**config.mk**
```make
export PLATFORM = sky130hd
export DESIGN_NAME = laser_burst_sequencer
export DESIGN_NICKNAME = d
export VERILOG_FILES = /design/src/rtl/laser_ctrl_pkg.sv /design/src/rtl/duty_ramp.sv /design/src/rtl/laser_burst_sequencer.sv
export SDC_FILE = /design/constraint.sdc
export NUM_CORES = 1
export LEC_CHECK = 0
export ABC_AREA = 0
export BUFFER_PORTS_ARGS = -buffer_cell sky130_fd_sc_hd__buf_2
export CORE_ASPECT_RATIO = 0.5
export CORE_MARGIN = 3
export CORE_UTILIZATION = 60
export CTS_BUF_LIST = sky130_fd_sc_hd__clkbuf_8
export CTS_CLUSTER_DIAMETER = 120
export CTS_CLUSTER_SIZE = 30
export DETAILED_ROUTE_END_ITERATION = 8
export PLACE_DENSITY = 0.82
export SETUP_SLACK_MARGIN = 0.05
export SYNTH_ARGS = -nofsm -noshare
export SYNTH_HDL_FRONTEND = slang
export SYNTH_SLANG_ARGS = --single-unit
```
**constraint.sdc**
```tcl
create_clock -name clock -period 13.6 [get_ports clock]
set_input_delay 2.04 -clock clock [delete_from_list [all_inputs] [get_ports clock]]
set_output_delay 2.04 -clock clock [all_outputs]
set_load 0.01 [all_outputs]
```
**src/rtl/laser_ctrl_pkg.sv**
```systemverilog
// laser_ctrl_pkg: shared state encoding and default timing constants for the laser burst sequencer
package laser_ctrl_pkg;
    typedef enum logic [2:0] {IDLE, RAMP_UP, SETTLE, BURST, RAMP_DOWN, FAULT} state_t;
    localparam int unsigned DEF_PERIOD_CYCLES = 1000002;
    localparam int unsigned DEF_RAMP_DIV      = 4096;
    localparam int unsigned DEF_SETTLE_CYCLES = 250000;
endpackage

```
**src/rtl/duty_ramp.sv**
```systemverilog
// duty_ramp: step timer plus saturating up/down duty accumulator
//   clock, reset     : sole clock, synchronous active-high reset
//   clr              : force duty and timer to 0 (fault entry)
//   restart          : restart the step timer (state change)
//   up / down        : ramp direction enables; timer idles at 0 when neither is set
//   step, target     : duty increment and ramp-up ceiling
//   tick             : high on the cycle whose edge applies a step
//   nxt              : duty value that the coming step will produce
//   duty             : current duty
module duty_ramp
    import laser_ctrl_pkg::*;
#(
    parameter int unsigned DIV = DEF_RAMP_DIV
) (
    input  logic        clock,
    input  logic        reset,
    input  logic        clr,
    input  logic        restart,
    input  logic        up,
    input  logic        down,
    input  logic [11:0] step,
    input  logic [11:0] target,
    output logic        tick,
    output logic [11:0] nxt,
    output logic [11:0] duty
);
    logic [31:0] tmr;
    logic [12:0] sum;
    always_comb begin
        tick = (up || down) && tmr == DIV - 1;
        sum  = {1'b0, duty} + {1'b0, step};
        // 13-bit sum so a large step saturates at target instead of wrapping
        nxt  = up ? (sum >= {1'b0, target} ? target : sum[11:0])
                  : (duty > step ? duty - step : 12'd0);
    end
    always_ff @(posedge clock) begin
        if (reset || clr) begin
            tmr  <= '0;
            duty <= '0;
        end else begin
            tmr <= (restart || tick || !(up || down)) ? '0 : tmr + 32'd1;
            if (tick)
                duty <= nxt;
        end
    end
endmodule

```
**src/rtl/laser_burst_sequencer.sv**
```systemverilog
// laser_burst_sequencer: ramps laser voltage up, settles, fires a counted pulse burst, ramps down
//   clock, reset          : sole clock, synchronous active-high reset
//   start, abort          : burst request (IDLE only) / orderly early end
//   interlock_ok          : safety interlock, low forces FAULT from any active state
//   fault_clr             : fault acknowledge
//   burst_count, pulse_length_cfg, duty_target, ramp_step : burst configuration, latched on start
//   LSR_ON, stop, PULSE_LENGTH, PWM_DUTY : pulse generator / voltage controls
//   busy, done, fault, pulses_done       : status
module laser_burst_sequencer
    import laser_ctrl_pkg::*;
#(
    parameter int unsigned PERIOD_CYCLES = DEF_PERIOD_CYCLES,
    parameter int unsigned RAMP_DIV      = DEF_RAMP_DIV,
    parameter int unsigned SETTLE_CYCLES = DEF_SETTLE_CYCLES
) (
    input  logic        clock,
    input  logic        reset,
    input  logic        start,
    input  logic        abort,
    input  logic        interlock_ok,
    input  logic        fault_clr,
    input  logic [15:0] burst_count,
    input  logic [31:0] pulse_length_cfg,
    input  logic [11:0] duty_target,
    input  logic [11:0] ramp_step,
    output logic        LSR_ON,
    output logic        stop,
    output logic [31:0] PULSE_LENGTH,
    output logic [31:0] PWM_DUTY,
    output logic        busy,
    output logic        done,
    output logic        fault,
    output logic [15:0] pulses_done
);
    state_t      state, state_nxt;
    logic [15:0] count_q, pulses;
    logic [31:0] len_q, cnt;
    logic [11:0] target_q, step_q, duty, nxt;
    logic        tick, done_q, accept, settle_end, period_wrap, last_pulse;

    always_comb begin
        accept      = state == IDLE && start && interlock_ok;
        settle_end  = cnt == SETTLE_CYCLES - 1;
        period_wrap = cnt == PERIOD_CYCLES - 1;
        last_pulse  = period_wrap && pulses + 16'd1 == count_q;
    end

    always_ff @(posedge clock)
        state <= reset ? IDLE : state_nxt;

    // interlock outranks abort, and abort outranks normal phase completion
    always_comb begin
        state_nxt = state;
        case (state)
            IDLE:      if (accept && burst_count != '0) state_nxt = RAMP_UP;
            RAMP_UP:   state_nxt = !interlock_ok ? FAULT : abort ? RAMP_DOWN
                                 : (tick && nxt == target_q) ? SETTLE : RAMP_UP;
            SETTLE:    state_nxt = !interlock_ok ? FAULT : abort ? RAMP_DOWN
                                 : settle_end ? BURST : SETTLE;
            BURST:     state_nxt = !interlock_ok ? FAULT : (abort || last_pulse) ? RAMP_DOWN : BURST;
            RAMP_DOWN: state_nxt = !interlock_ok ? FAULT : (tick && nxt == '0) ? IDLE : RAMP_DOWN;
            FAULT:     if (fault_clr && interlock_ok) state_nxt = IDLE;
            default:   state_nxt = IDLE;
        endcase
    end

    duty_ramp #(.DIV(RAMP_DIV)) u_ramp (
        .clock   (clock),
        .reset   (reset),
        .clr     (state_nxt == FAULT),
        .restart (state_nxt != state),
        .up      (state == RAMP_UP),
        .down    (state == RAMP_DOWN),
        .step    (step_q),
        .target  (target_q),
        .tick    (tick),
        .nxt     (nxt),
        .duty    (duty)
    );

    // cnt serves as settle timer and pulse-period counter; it restarts on every state change
    always_ff @(posedge clock) begin
        if (reset) begin
            count_q  <= '0;
            len_q    <= '0;
            target_q <= '0;
            step_q   <= '0;
            cnt      <= '0;
            pulses   <= '0;
            done_q   <= 1'b0;
        end else begin
            cnt    <= (state_nxt != state || (state == BURST && period_wrap)) ? '0 : cnt + 32'd1;
            done_q <= (accept && burst_count == '0) || (state == RAMP_DOWN && state_nxt == IDLE);
            if (accept) begin
                count_q  <= burst_count;
                len_q    <= pulse_length_cfg;
                target_q <= duty_target;
                step_q   <= ramp_step == '0 ? 12'd1 : ramp_step;
                pulses   <= '0;
            end else if (state == BURST && period_wrap && interlock_ok)
                pulses <= pulses + 16'd1;
        end
    end

    always_comb begin
        LSR_ON       = state == BURST;
        stop         = state != BURST;
        PULSE_LENGTH = state == BURST ? len_q : '0;
        PWM_DUTY     = {20'd0, duty};
        busy         = state != IDLE && state != FAULT;
        done         = done_q;
        fault        = state == FAULT;
        pulses_done  = pulses;
    end
endmodule

```
# Word level (Yosys, flattened, before mapping)
# Index checks and enable logic that the tools add are counted.
[classes] n_mux=18 eq_ne=14 reduce_logical=31 add_sub_neg=5 n_lt_le_gt_ge=2
[ops] operator="32-bit by 1-bit adder with 32-bit output, second input constant" n=2
[ops] operator="12-bit 2-to-1 mux" n=4
[ops] operator="32-bit by 12-bit equality test with 1-bit output, second input constant" n=1
[ops] operator="32-bit by 18-bit equality test with 1-bit output, second input constant" n=1
[ops] operator="32-bit by 20-bit equality test with 1-bit output, second input constant" n=1
[ops] operator="32-bit 2-to-1 mux" n=1
[ops] operator="3-bit 2-to-1 mux" n=10
[ops] operator="12-bit logical NOT" n=2
[ops] operator="3-bit case mux with 6 select lines" n=1
[ops] operator="16-bit by 1-bit adder with 16-bit output, second input constant" n=1
[ops] operator="16-bit equality test" n=1
[ops] operator="16-bit logical NOT" n=1
[ops] operator="16-bit nonzero test" n=1
[ops] operator="12-bit by 12-bit adder with 13-bit output" n=1
[ops] operator="13-bit by 12-bit greater-or-equal comparator with 1-bit output" n=1
[ops] operator="1-bit logical AND" n=13
[ops] operator="12-bit equality test" n=1
[ops] operator="12-bit > comparator" n=1
[ops] operator="12-bit subtractor" n=1
[ops] operator="3-bit equality test, second input constant" n=3
[ops] operator="1-bit logical OR" n=7
[ops] operator="3-bit by 2-bit equality test with 1-bit output, second input constant" n=2
[ops] operator="3-bit logical NOT" n=2
[ops] operator="2-bit OR reduction" n=3
[ops] operator="other kinds (8)" n=8
[totals] input_bits=78 ff_bits=168 wordCells=80 output_inout_bits=85

# Depth between registers and ports, before layout
[depth] ltp_word=14 ltp_mapped=20 mapped_depth_nobuf=18

# By module
# A second synthesis with hierarchy kept.
[hier_totals] hier_cells=1284 hier_area_um2=9851.9
[modules_own_cells] module="laser_burst_sequencer" cells_each=797 area_per_inst_um2=6175.9 seq_area_each_um2=2482.4 n_inst=1
[modules_own_cells] module="duty_ramp" cells_each=487 area_per_inst_um2=3676.0 seq_area_each_um2=880.8 n_inst=1

# Worst setup path after synthesis
# OpenSTA, ideal clock, no wires.
[synth_path] kind="register to register" from="register u_ramp.duty[1]" to="register state[1]" arrival_time_ns=4.407 path_buffers=0 setup_ns=0.103 required_ns=13.497 period_less_slack_ns=4.511 path_stages_with_launch=17 setup_slack_ns=9.089 path_cell_list="dfxtp_1 > ha_1 > nand2b_1 > a221oi_2 > nor4b_1 > nor4b_1 > ha_1 > a211oi_1 > o21ai_0 > o21ba_2 > o21ai_1 > nor3_1 > o221a_2 > a2111oi_2 > nand4_1 > or4_1 > a2111oi_2"
[synth_between] elab_chain_len=10 word_cells_on_any_way=13 classes_between="2 x add/sub; 2 x order compare; 1 x eq/ne; 7 x mux; 1 x reduce/logical"
[synth_rtl] item="start: declaration" line_no="duty_ramp.sv:25" rtl="output logic [11:0] duty"
[synth_rtl] item="start signal: assignment" line_no="duty_ramp.sv:43" rtl="duty <= nxt;"
[synth_rtl] item="12-bit by 12-bit adder with 13-bit output" line_no="duty_ramp.sv:31" rtl="sum = {1'b0, duty} + {1'b0, step};"
[synth_rtl] item="13-bit by 12-bit greater-or-equal comparator with 1-bit output" line_no="duty_ramp.sv:33" rtl="nxt = up ? (sum >= {1'b0, target} ? target : sum[11:0])"
[synth_rtl] item="12-bit 2-to-1 mux" line_no="duty_ramp.sv:33"
[synth_rtl] item="12-bit 2-to-1 mux *" line_no="duty_ramp.sv:33"
[synth_rtl] item="12-bit equality test *" line_no="laser_burst_sequencer.sv:57" rtl=": (tick && nxt == target_q) ? SETTLE : RAMP_UP;"
[synth_rtl] item="1-bit logical AND *" line_no="laser_burst_sequencer.sv:57"
[synth_rtl] item="2-bit 2-to-1 mux *" line_no="laser_burst_sequencer.sv:57"
[synth_rtl] item="3-bit 2-to-1 mux * (2 in a row)" line_no="laser_burst_sequencer.sv:56" rtl="RAMP_UP: state_nxt = !interlock_ok ? FAULT : abort ? RAMP_DOWN"
[synth_rtl] item="3-bit case mux with 6 select lines *" line_no="laser_burst_sequencer.sv:54" rtl="case (state)"
[synth_rtl] item="end signal: assignment" line_no="laser_burst_sequencer.sv:49" rtl="state <= reset ? IDLE : state_nxt;"
[synth_rtl] item="end: declaration" line_no="laser_burst_sequencer.sv:35" rtl="state_t state, state_nxt;"
# Every way passes the cells marked *; elsewhere a longest branch is shown, timed or not.
# A chain may end at the register's enable or synchronous reset.

# Worst setup path after layout
[layout_path] from="register step_q[1]" to="register cnt[2]"
[layout_between] elab_chain_len=13 word_cells_on_any_way=20 classes_between="2 x add/sub; 2 x order compare; 2 x eq/ne; 9 x mux; 5 x reduce/logical"
[layout_rtl] item="start: declaration" line_no="laser_burst_sequencer.sv:38" rtl="logic [11:0] target_q, step_q, duty, nxt;"
[layout_rtl] item="start signal: assignment" line_no="laser_burst_sequencer.sv:98" rtl="step_q <= ramp_step == '0 ? 12'd1 : ramp_step;"
[layout_rtl] item="12-bit by 12-bit adder with 13-bit output" line_no="duty_ramp.sv:31"
[layout_rtl] item="13-bit by 12-bit greater-or-equal comparator with 1-bit output" line_no="duty_ramp.sv:33"
[layout_rtl] item="12-bit 2-to-1 mux" line_no="duty_ramp.sv:33"
[layout_rtl] item="12-bit 2-to-1 mux *" line_no="duty_ramp.sv:33"
[layout_rtl] item="12-bit equality test" line_no="laser_burst_sequencer.sv:57"
[layout_rtl] item="1-bit logical AND" line_no="laser_burst_sequencer.sv:57"
[layout_rtl] item="2-bit 2-to-1 mux" line_no="laser_burst_sequencer.sv:57"
[layout_rtl] item="3-bit 2-to-1 mux (2 in a row)" line_no="laser_burst_sequencer.sv:56"
[layout_rtl] item="3-bit case mux with 6 select lines *" line_no="laser_burst_sequencer.sv:54"
[layout_rtl] item="3-bit != test *" line_no="laser_burst_sequencer.sv:92" rtl="cnt <= (state_nxt != state || (state == BURST && period_wrap)) ? '0 : cnt + 32'd1;"
[layout_rtl] item="1-bit logical OR *" line_no="laser_burst_sequencer.sv:92"
[layout_rtl] item="2-bit OR reduction (no source line) *"
[layout_rtl] item="end signal: assignment" line_no="laser_burst_sequencer.sv:92"
[layout_rtl] item="end: declaration" line_no="laser_burst_sequencer.sv:37" rtl="logic [31:0] len_q, cnt;"
# Marks and branches as above.

==> impl_metrics.json <==
{
  "synthTopCellsByCount": "nand2_1 (202), dfxtp_1 (168), nor2_1 (117)",
  "ys.flop_type": "dfxtp_1",
  "busiest_layer": "met2",
  "grt_max_degree": 80,
  "portBuffers": 142,
  "die_area_um2": 18410,
  "ys_ff_latch": 168,
  "status": "completed",
  "ys_types": 74,
  "hold_viol_final": 0,
  "cts_made_buffers": 17,
  "timing.setup.tns_ns": 0,
  "synth_top_area_frac": 0.3350,
  "io_pins": 163,
  "synth_edf_count": 0,
  "synth_most_common_cell": "nand2_1",
  "cap_violations": 0,
  "nNetsFinal": 1528,
  "slew_headroom": 0.1425,
  "clock_path_buffers": 2,
  "cp-start-kind": "flip-flop",
  "grt_antenna_before_repair": 0,
  "clkTransAtPathRegs_ns": 0.11,
  "dieHeight_um": 97.46,
  "htree_num_levels": 4,
  "gr-total-overflow": 0,
  "path_cells": "inv_1 > ha_1 > nand2b_1 > a221oi_2 > o21ai_1 > xnor2_1 > ha_1 > o21ai_0 > o21ai_0 > o21ba_2 > o21ai_1 > nor3_1 > o221a_2 > a2111oi_2 > nand4_1 > o32ai_4 > nor4_1",
  "synth.largest_area_cell": "dfxtp_1",
  "placed_cells": 1610,
  "start_util": 0.6315,
  "period_share": 0.4368,
  "leakage_nw": 4.456,
  "insertion_delay_ns": 0.47,
  "cts_tree": "yes",
  "gp_congestion": 1.017,
  "power_density_nw_per_um2": 103.9,
  "required_ns": 13.89,
  "path_class": "flip-flop to flip-flop",
  "yosys_warnings": 0,
  "worst_pin_slew_ns": 1.274,
  "grt_use_met2": 0.4776,
  "grt_pass1_vias": 9195,
  "finalSetupViolCount": 0,
  "syn_area_per_cell_um2": 7.628,
  "clock.fmax_mhz": 168.3,
  "final.setup_skew_ns": 0.01956,
  "slowest_delay_ns": 1.08,
  "final_cell_area_um2": 11140,
  "grtUsageMet3": 0.09658,
  "maxSlewViolCount": 0,
  "avgViaCountPerCell": 5.999,
  "yosysSeqAreaShare": 0.3350,
  "syn2layout_area_growth_pct": 10.94,
  "clockRootBuffer": "clkbuf_8",
  "vias": 9850,
  "power.total_mw": 1.157,
  "cts_sinks": 168,
  "drt_iter0_markers": 1186,
  "async_reset_ff_frac": 0,
  "drt-wirelength-per-cell_um": 17.54,
  "post_cts_buffers": 0,
  "synth_cells": 1316,
  "post_dp_cell_area_um2": 10720,
  "layout_setup_ws_ns": 7.659,
  "rsz0062_at_grt": "no",
  "drive_gt1_frac": 0.1429,
  "cp_data_arrival_time_ns": 6.23,
  "grtUsageMet1": 0.4232,
  "dr.pass1.iters": 5,
  "end_kind": "flip-flop",
  "hp-class": "flip-flop to flip-flop",
  "cts_hold_buf": 0,
  "period_needed_ns": 5.941,
  "rows": 32,
  "synth_area_um2": 10040,
  "dp_hpwl_um": 20960,
  "critical-path-slowest-cell": "o32ai_4",
  "core_um2": 15900,
  "fillerInstances": 1359,
  "postCtsResizedCells": 0,
  "place_ws_ns": 7.747,
  "detail-route-antenna-nets": 0,
  "grt_usage": 0.3094,
  "routed_wl_um": 28810,
  "path_max_fanout": 32,
  "peakVddDrop_mv": 0.1250,
  "final_cells": 1642,
  "grt_pass1_wl_um": 46560,
  "dieWidth_um": 188.9,
  "antenna_cells": 0,
  "drc_errors": 0,
  "ys_top_cells_by_area": "dfxtp_1 (34%), nand2_1 (7.6%), a21oi_1 (5.2%)"
}
-- registers in the layout, summed over array words and instances (netlist names) --
register,flops
cnt,32
len_q,32
u_ramp.tmr,32
count_q,16
pulses_done,16
step_q,12
target_q,12
u_ramp.duty,12
state,3
done,1
-- where the power goes --
part | leakage [nW] | internal (mW) | total, mW | switching [mW]
clock | 0.212 | 0.172 | 0.385 | 0.214
sequential | 1.36 | 0.508 | 0.522 | 0.0142
combinational | 2.88 | 0.0838 | 0.250 | 0.166
total | 4.46 | 0.763 | 1.16 | 0.394
-- worst paths after layout --
check	cells past startpoint	to	slack (ns)	from
worst max register to register	17	cnt[2]	7.66	step_q[1]
worst max-delay path	17	cnt[2]	7.66	step_q[1]
worst min-delay path	2	len_q[14]	0.45	len_q[14]
worst min register to register	2	len_q[14]	0.45	len_q[14]
-- metal layers --
layer | wire length, um | share of wire | up-vias
met5 | 0 | 0 | -
met4 | 419 | 0.015 | 0
met3 | 2844 | 0.099 | 55
met2 | 12730 | 0.44 | 413
met1 | 12820 | 0.44 | 4618
li1 | - | - | 4764
-- cell families after synthesis --
group	synth area share
flip-flops	0.3350
AND/OR/NAND/NOR	0.2950
adder cells (fa/ha/maj)	0.05385
XOR/XNOR	0.09423
multiplexers	0.003116
buffers and inverters	0.06432
other	0.0003736
AO/OA/AOI/OAI	0.1541
-- layout make-up --
| class | instances | area [um2] | share of cell area |
|---|---|---|---|
| Multi-Input combinational cell | 1020 | 6122 | 0.5497 |
| Inverter | 52 | 195.2 | 0.01753 |
| Tap cell | 221 | 276.5 | 0.02483 |
| Clock inverter | 15 | 182.7 | 0.01640 |
| Sequential cell | 168 | 3363 | 0.3020 |
| Clock buffer | 17 | 234.0 | 0.02101 |
| Timing Repair Buffer | 149 | 763.2 | 0.06853 |
-- worst max-delay path: cells and delay by family (launching register included) --
kind	cells	cell delay, ns
adders and majority gates	2	0.66
buffers and inverters	1	0.11
AOI/OAI and AO/OA	9	3.34
xor gates and xnor gates	1	0.53
DFF	1	0.37
and+or+nand+nor	4	0.73
-- placed cells by master, fill, tap and decap left out, drive strengths merged, types with 53 or more instances in the layout --
cell type / synthesis / layout
xor2: 55 / 55
buf: 35 / 149
inv: 52 / 60
nor2: 117 / 117
nor3: 56 / 56
a21oi: 105 / 105
nand2: 202 / 202
dfxtp: 168 / 168
and3: 55 / 55
xnor2: 53 / 53
-- through the flow --
| step | util | hold slack [ns] |
|---|---|---|
| 4_1_cts | 0.7006 | 0.4570 |
| 2_1_floorplan | - | 0.4263 |
| 3_3_place_gp | 0.6744 | 0.4370 |
| 5_1_grt | 0.7006 | 0.4800 |
| 6_report | 0.7006 | 0.4549 |
| 3_5_place_dp | 0.6744 | 0.4428 |
Power figures use the tool's default switching activity.
